`config.mk`:
```
export PLATFORM = sky130hd
export DESIGN_NAME = cla32_arbiter
export DESIGN_NICKNAME = d
export VERILOG_FILES = /design/src/rtl/cla32_arb_pkg.sv /design/src/rtl/cla32.sv /design/src/rtl/cla32_arbiter_rr_pick.sv /design/src/rtl/cla32_arbiter.sv
export SDC_FILE = /design/constraint.sdc
export NUM_CORES = 1
export LEC_CHECK = 0
export CAP_MARGIN = 10
export CELL_PAD_IN_SITES_DETAIL_PLACEMENT = 1
export CELL_PAD_IN_SITES_GLOBAL_PLACEMENT = 1
export CORE_ASPECT_RATIO = 1.75
export CORE_UTILIZATION = 27
export CTS_BUF_LIST = sky130_fd_sc_hd__clkbuf_8 sky130_fd_sc_hd__clkbuf_16
export CTS_CLUSTER_DIAMETER = 120
export DETAILED_ROUTE_END_ITERATION = 16
export GPL_ROUTABILITY_DRIVEN = 0
export PLACE_DENSITY_LB_ADDON = 0.1
export REMOVE_ABC_BUFFERS = 1
export SYNTH_ARGS = -nofsm -noshare
export SYNTH_HDL_FRONTEND = slang
export SYNTH_SLANG_ARGS = --single-unit
```
`constraint.sdc`:
```
create_clock -name clk -period 5.3 [get_ports clk]
set_input_delay 0.53 -clock clk [delete_from_list [all_inputs] [get_ports clk]]
set_output_delay 0.53 -clock clk [all_outputs]
set_load 0.02 [all_outputs]
```
`src/rtl/cla32_arb_pkg.sv`:
```
// Shared types and sizes for the CLA32 arbiter slice.
package cla32_arb_pkg;
   localparam int WORD_W  = 32;
   localparam int MAX_REQ = 8;

   typedef enum logic {
      IDLE = 1'b0,
      BUSY = 1'b1
   } arb_state_e;
endpackage

```
`src/rtl/cla32.sv`:
```
// 32-bit carry-lookahead adder: 4-bit lookahead groups with group generate/propagate
// chained across the eight groups.
module CLA32 (
   input  logic [31:0] a,
   input  logic [31:0] b,
   input  logic        c_in,
   output logic [31:0] sum,
   output logic        c_out
);
   logic [31:0] p;
   logic [31:0] g;
   logic [7:0]  grp_g;
   logic [7:0]  grp_p;
   logic [8:0]  grp_c;

   assign p = a ^ b;
   assign g = a & b;

   generate
      for (genvar gi = 0; gi < 8; gi++) begin : g_grp
         localparam int B = 4 * gi;
         logic c1, c2, c3;
         assign c1 = g[B] | (p[B] & grp_c[gi]);
         assign c2 = g[B+1] | (p[B+1] & g[B]) | (p[B+1] & p[B] & grp_c[gi]);
         assign c3 = g[B+2] | (p[B+2] & g[B+1]) | (p[B+2] & p[B+1] & g[B])
                   | (p[B+2] & p[B+1] & p[B] & grp_c[gi]);
         assign grp_g[gi] = g[B+3] | (p[B+3] & g[B+2]) | (p[B+3] & p[B+2] & g[B+1])
                          | (p[B+3] & p[B+2] & p[B+1] & g[B]);
         assign grp_p[gi] = &p[B+3:B];
         assign sum[B+3:B] = p[B+3:B] ^ {c3, c2, c1, grp_c[gi]};
      end
   endgenerate

   // Group-level lookahead evaluated procedurally so the carry vector has no self-loop.
   always_comb begin
      grp_c[0] = c_in;
      for (int k = 0; k < 8; k++) begin
         grp_c[k+1] = grp_g[k] | (grp_p[k] & grp_c[k]);
      end
   end

   assign c_out = grp_c[8];
endmodule

```
`src/rtl/cla32_arbiter_rr_pick.sv`:
```
// Combinational round-robin search: first valid requester at or after rr_ptr, with wrap.
module rr_pick #(
   parameter int NUM_REQ = 4,
   parameter int ID_W    = $clog2(NUM_REQ)
) (
   input  logic [NUM_REQ-1:0] req_valid,
   input  logic [ID_W-1:0]    rr_ptr,
   output logic [ID_W-1:0]    gnt_id,
   output logic               gnt_valid
);
   always_comb begin
      logic [ID_W:0] idx;
      gnt_id    = '0;
      gnt_valid = 1'b0;
      idx       = '0;
      // Walk from the farthest offset down so the nearest valid index wins.
      for (int k = NUM_REQ - 1; k >= 0; k--) begin
         idx = {1'b0, rr_ptr} + (ID_W+1)'(k);
         if (idx >= (ID_W+1)'(NUM_REQ)) begin
            idx = idx - (ID_W+1)'(NUM_REQ);
         end
         if (req_valid[idx[ID_W-1:0]]) begin
            gnt_id    = idx[ID_W-1:0];
            gnt_valid = 1'b1;
         end
      end
   end
endmodule

```
`src/rtl/cla32_arbiter.sv`:
```
// Round-robin sequencer sharing one CLA32 among NUM_REQ requesters with multi-word carry chaining.
// Optional subtract support is enabled by defining CLA32_ARB_SUB_EN.
module cla32_arbiter
   import cla32_arb_pkg::*;
#(
   parameter int NUM_REQ = 4,
   parameter int ID_W    = $clog2(NUM_REQ)
) (
   input  logic                      clk,
   input  logic                      rst_n,
   input  logic [NUM_REQ-1:0]        req_valid,
   output logic [NUM_REQ-1:0]        req_ready,
   input  logic [NUM_REQ*WORD_W-1:0] req_a,
   input  logic [NUM_REQ*WORD_W-1:0] req_b,
   input  logic [NUM_REQ-1:0]        req_cin,
   input  logic [NUM_REQ-1:0]        req_sub,
   input  logic [NUM_REQ-1:0]        req_last,
   output logic                      rsp_valid,
   input  logic                      rsp_ready,
   output logic [WORD_W-1:0]         rsp_sum,
   output logic                      rsp_cout,
   output logic [ID_W-1:0]           rsp_id,
   output logic                      rsp_last
);
   arb_state_e        state_reg, state_next;
   logic [ID_W-1:0]   rr_ptr, lock_id, pick_id, gnt_id, ptr_next;
   logic              pick_valid, gnt_valid, out_free, accept, first_word, last_sel;
   logic              carry_q, cin_eff, c_out_w;
   logic [WORD_W-1:0] a_sel, b_sel, b_eff, sum_w;

   rr_pick #(.NUM_REQ(NUM_REQ), .ID_W(ID_W)) u_pick (
      .req_valid (req_valid),
      .rr_ptr    (rr_ptr),
      .gnt_id    (pick_id),
      .gnt_valid (pick_valid)
   );

   assign first_word = (state_reg == IDLE);
   assign gnt_id     = first_word ? pick_id : lock_id;
   assign gnt_valid  = first_word ? pick_valid : req_valid[lock_id];
   assign out_free   = !rsp_valid || rsp_ready;
   assign accept     = rst_n && gnt_valid && out_free;
   assign a_sel      = req_a[gnt_id*WORD_W +: WORD_W];
   assign b_sel      = req_b[gnt_id*WORD_W +: WORD_W];
   assign last_sel   = req_last[gnt_id];
   assign ptr_next   = (gnt_id == ID_W'(NUM_REQ - 1)) ? '0 : gnt_id + ID_W'(1);

   always_comb begin
      req_ready = '0;
      if (accept) begin
         req_ready[gnt_id] = 1'b1;
      end
   end

`ifdef CLA32_ARB_SUB_EN
   logic sub_q, sub_eff;
   assign sub_eff = first_word ? req_sub[gnt_id] : sub_q;
   assign b_eff   = sub_eff ? ~b_sel : b_sel;
   // A subtracting first word forces carry-in to 1 (two's complement), overriding req_cin.
   assign cin_eff = first_word ? (req_sub[gnt_id] | req_cin[gnt_id]) : carry_q;

   always_ff @(posedge clk or negedge rst_n) begin
      if (!rst_n) begin
         sub_q <= 1'b0;
      end else if (accept && first_word) begin
         sub_q <= req_sub[gnt_id];
      end
   end
`else
   logic unused_sub;
   assign unused_sub = ^req_sub;
   assign b_eff      = b_sel;
   assign cin_eff    = first_word ? req_cin[gnt_id] : carry_q;
`endif

   CLA32 u_cla (
      .a     (a_sel),
      .b     (b_eff),
      .c_in  (cin_eff),
      .sum   (sum_w),
      .c_out (c_out_w)
   );

   always_ff @(posedge clk or negedge rst_n) begin
      if (!rst_n) begin
         state_reg <= IDLE;
      end else begin
         state_reg <= state_next;
      end
   end

   always_comb begin
      state_next = state_reg;
      if (accept) begin
         if (first_word && !last_sel) begin
            state_next = BUSY;
         end else if (!first_word && last_sel) begin
            state_next = IDLE;
         end
      end
   end

   always_ff @(posedge clk or negedge rst_n) begin
      if (!rst_n) begin
         rr_ptr    <= '0;
         carry_q   <= 1'b0;
         lock_id   <= '0;
         rsp_valid <= 1'b0;
         rsp_sum   <= '0;
         rsp_cout  <= 1'b0;
         rsp_id    <= '0;
         rsp_last  <= 1'b0;
      end else if (accept) begin
         carry_q   <= c_out_w;
         rsp_valid <= 1'b1;
         rsp_sum   <= sum_w;
         rsp_cout  <= c_out_w;
         rsp_id    <= gnt_id;
         rsp_last  <= last_sel;
         if (last_sel) begin
            rr_ptr <= ptr_next;
         end
         if (first_word && !last_sel) begin
            lock_id <= gnt_id;
         end
      end else if (rsp_ready) begin
         rsp_valid <= 1'b0;
      end
   end
endmodule
```
==> flow_summary.ini <==
[timing]
rsz_0062_raised_after_global_routing = yes
fin_skew_ns = 0.00589
setup_violations = 0
highest_clock_rate_mhz = 198
period_needed_ns = 5.06
tightest_slew_ns = 0.625
post-route-period-util = 0.955
report.final.slew_viol_count = 0
timing.max_slew.rel_slack = 0.583
final_setup_tns_ns = 0
final-hold-violation-count = 0

[run_status]
outcome = complete, no violations

[pwr]
reported_net_switching_power_w = 0.00238
clock_power_share = 0.070
irDropWorstVdd_v = 0.000215
seqPwrFrac = 0.113
comb_power_share = 0.817
power.leakage_nw = 3.41
cell_internal_pwr_w = 0.00281
power.density_nw_per_um2 = 606
total_power_w = 0.00519
power.switching_fraction = 0.458

[routing]
maxUsedRoutingLayer = met4
total_wirelength_um = 18700
wirelength_met1_um = 6260
vias = 4974
detail_route.vias_per_cell = 4.96
wl_met2_um = 11000
route.detailed.drc = 0
routed-wl-met3_um = 964
wl_per_cell_um = 18.6
ant_nets = 0
starting_drc_count_in_detailed_routing = 65
drt_pre_antenna_iters = 4

[synth]
synth-compound-area-share = 0.141
combinational_family_with_the_most_area_after_synthesis = multiplexers
yosys.area_share.simple = 0.122
number_of_synthesized_flops_with_an_enable_pin = 0
post-synth-top-area-fraction = 0.311
syn-cell-area_um2 = 4790
synthFlopType = sky130_fd_sc_hd__dfrtp_1
synth_cell_count_leaders = 66 x sky130_fd_sc_hd__mux4_2, 60 x sky130_fd_sc_hd__nand2_1, 42 x sky130_fd_sc_hd__dfrtp_1, 37 x sky130_fd_sc_hd__ha_1, 31 x sky130_fd_sc_hd__o21ai_0
avgSynthCellArea_um2 = 10.8
ys_warn_count = 0
fraction_of_the_mapped_netlist_area_in_adder_cells = 0.130
synth_seq_area_share = 0.220
post_synth_mux_area_share = 0.313
postSynthCellCount = 444
synth_most_common_cell = sky130_fd_sc_hd__mux4_2
synthDominantAreaCellType = sky130_fd_sc_hd__mux4_2
synthXorXnorAreaFrac = 0.0348
synthDistinctLibCells = 55
async_reset_ff_frac = 1.00
synth.top_cells.by_area = sky130_fd_sc_hd__mux4_2 31%, sky130_fd_sc_hd__dfrtp_1 22%, sky130_fd_sc_hd__ha_1 9.7%
yosys_register_bits = 42

[worst_setup_path]
r2r_setup_slk_ns = 0.49
worstPathBufferInverterCount = 4
regToRegEndpoint = rsp_sum[28]
timing.critical_path.max_delay_family = compound AO/OA/AOI/OAI gates
crit_path_max_incr_delay_ns = 0.52
cp-start-kind = input port
crit_path_max_fanout = 5
worst-setup-path-type = input port to flop
critical_path.most_common_cell = sky130_fd_sc_hd__a21o_1
crit_path_top_delay_cell = sky130_fd_sc_hd__mux4_2
regToRegStartpoint = rr_ptr[1]
worst-r2r-cell-count = 17
crit_cells = 18
timing.critical_path.cells = clkdlybuf4s50_1 > and3b_1 > a31oi_4 > nand2_1 > o21ai_4 > buf_4 > mux4_2 > ha_1 > a21o_1 > a21o_1 > a21o_1 > a2111oi_1 > buf_4 > nor2b_1 > inv_1 > a21oi_1 > fa_1 > o21ai_0
worst_ep_arrival_time_ns = 5.26
critical_path_required_ns = 5.50
worst_setup_end_kind = flop

[cts]
cts_made_buffers = 5
htreeDepth = 2
cts_sinks = 42
tritoncts = done
cts_root_cell = sky130_fd_sc_hd__clkbuf_16
clkSlewWorstSetupHoldPaths_ns = 0.06
clock_tree.buffer_depth = 2
clock_network_latency_to_the_later_pin_of_the_worst_skew_pair_ns = 0.29

[placed_design]
dp.cells = 989
half_perimeter_wire_length_of_the_detailed_placement_result_um = 16000
port_buffers = 311

[cells_and_area]
post_route_cells_drive_above_1_share = 0.158
instances_no_fill = 1002
largest-register = rsp_sum
largest_register_ff_count = 32
total_number_of_nets_in_the_final_design = 1091
diodes = 0
num-fill-cells = 1946
post-route-util = 0.493
area.growth.synth_to_final_pct = 79.1

[die]
fp-row-count = 64
chipHeight_um = 178
num_io_pins = 316
dieArea_um2 = 18300
fp.dieW_um = 103
core_region_area_um2 = 17400
initial_core_util = 0.275

[job]
maxCapViolations = 0

[grt]
grt_remaining_overflow = 0
first_global_vias = 5611
antenna_found_initial = 0
largest_net_degree_at_the_start_of_global_routing = 50
groute.usage.overall = 0.204
grt_first_pass_wirelength_um = 28100

[min_path]
hold_class = input port to asynchronous set/reset pin
[worst register-to-register path, cell delays in order (launching register included)]
cell and delay (ns):
sky130_fd_sc_hd__dfrtp_1 0.44, sky130_fd_sc_hd__nand2b_1 0.23, sky130_fd_sc_hd__a31oi_4 0.23, sky130_fd_sc_hd__nand2_1 0.12
sky130_fd_sc_hd__o21ai_4 0.25, sky130_fd_sc_hd__buf_4 0.25, sky130_fd_sc_hd__mux4_2 0.52, sky130_fd_sc_hd__ha_1 0.36
sky130_fd_sc_hd__a21o_1 0.24, sky130_fd_sc_hd__a21o_1 0.19, sky130_fd_sc_hd__a21o_1 0.21, sky130_fd_sc_hd__a2111oi_1 0.45
sky130_fd_sc_hd__buf_4 0.19, sky130_fd_sc_hd__nor2b_1 0.16, sky130_fd_sc_hd__inv_1 0.07, sky130_fd_sc_hd__a21oi_1 0.20
sky130_fd_sc_hd__fa_1 0.43, sky130_fd_sc_hd__o21ai_0 0.19
[how the worst max path moves through the flow]
| stage | startpoint | endpoint | slack, ns |
|---|---|---|---|
| after floorplan | req_valid[2] | rsp_sum[25] | -3.40 |
| after global placement | req_valid[3] | rsp_sum[25] | -0.02 |
| after detailed placement | req_valid[1] | rsp_sum[25] | -0.17 |
| after CTS | req_valid[1] | rsp_sum[25] | 0.11 |
| after global routing | req_valid[2] | rsp_sum[25] | -0.05 |
| final | req_valid[2] | rsp_sum[28] | 0.24 |
[per-layer routing]
layer  up-vias  GRT usage
met5         -          0
met4         0     0.0619
met3        26     0.0325
met2       184      0.418
met1      2412      0.199
li1       2352          -
[metrics by stage]
stage               setup slack [ns]  cell area, um2  hold slack, ns
finish                         0.237            8570           0.334
global route                 -0.0455            8570           0.387
CTS                            0.113            8510           0.365
detailed placement            -0.170            8340           0.470
global placement             -0.0226            8340           0.465
floorplan                      -3.40            4690           0.234
[kinds of logic (layout without fill, tap and decap cells)]
| kind of cell | Yosys count | after routing |
|---|---|---|
| AOI/OAI and AO/OA | 105 | 105 |
| xor gates and xnor gates | 19 | 19 |
| adders and majority gates | 45 | 45 |
| buffers and inverters | 47 | 374 |
| DFF | 42 | 42 |
| muxes | 67 | 67 |
| and+or+nand+nor | 119 | 119 |
[power by group through the flow]
stage / registers [W] / logic (W) / clock network [W]
CTS: 0.000590 / 0.00427 / 0.000375
global placement: 0.000587 / 0.00413 / 0
finish: 0.000588 / 0.00424 / 0.000363
detailed placement: 0.000593 / 0.00425 / 0
global route: 0.000612 / 0.00470 / 0.000385
floorplan: 0.000744 / 0.00267 / 0
[what timing repair did]
| action | 4_1_cts | 5_1_grt |
|---|---|---|
| buffers inserted | 0 | 6 |
| endpoints found under the setup margin | 0 | 4 |
| resized for setup | 0 | 6 |
| hold buffers | 0 | 0 |
[cell usage in the layout, fill, tap and decap left out, types with 6 or more instances in the layout]
master,Yosys,routed
sky130_fd_sc_hd__ha_1,37,37
sky130_fd_sc_hd__xnor2_1,6,6
sky130_fd_sc_hd__buf_4,0,27
sky130_fd_sc_hd__clkdlybuf4s50_1,0,310
sky130_fd_sc_hd__fa_1,8,8
sky130_fd_sc_hd__dfrtp_1,42,42
sky130_fd_sc_hd__o21ai_1,9,9
sky130_fd_sc_hd__nor2_1,15,15
sky130_fd_sc_hd__inv_1,24,24
sky130_fd_sc_hd__a21o_1,11,10
sky130_fd_sc_hd__o21ai_0,31,29
sky130_fd_sc_hd__xor2_1,13,13
sky130_fd_sc_hd__mux4_2,66,66
sky130_fd_sc_hd__a21oi_1,25,24
sky130_fd_sc_hd__nand2_1,60,60
[cell type report]
cell class,instances,area [um2],share of cell area
sequential,42,1050,0.123
clock inverter,1,30.0,0.00350
clock buffer,6,139,0.0162
inverter,25,93.8,0.0110
timing repair buffer,342,3390,0.396
tap,231,289,0.0337
multi-input combinational,355,3580,0.417
Note: power is estimated with default switching activity, not from simulation.
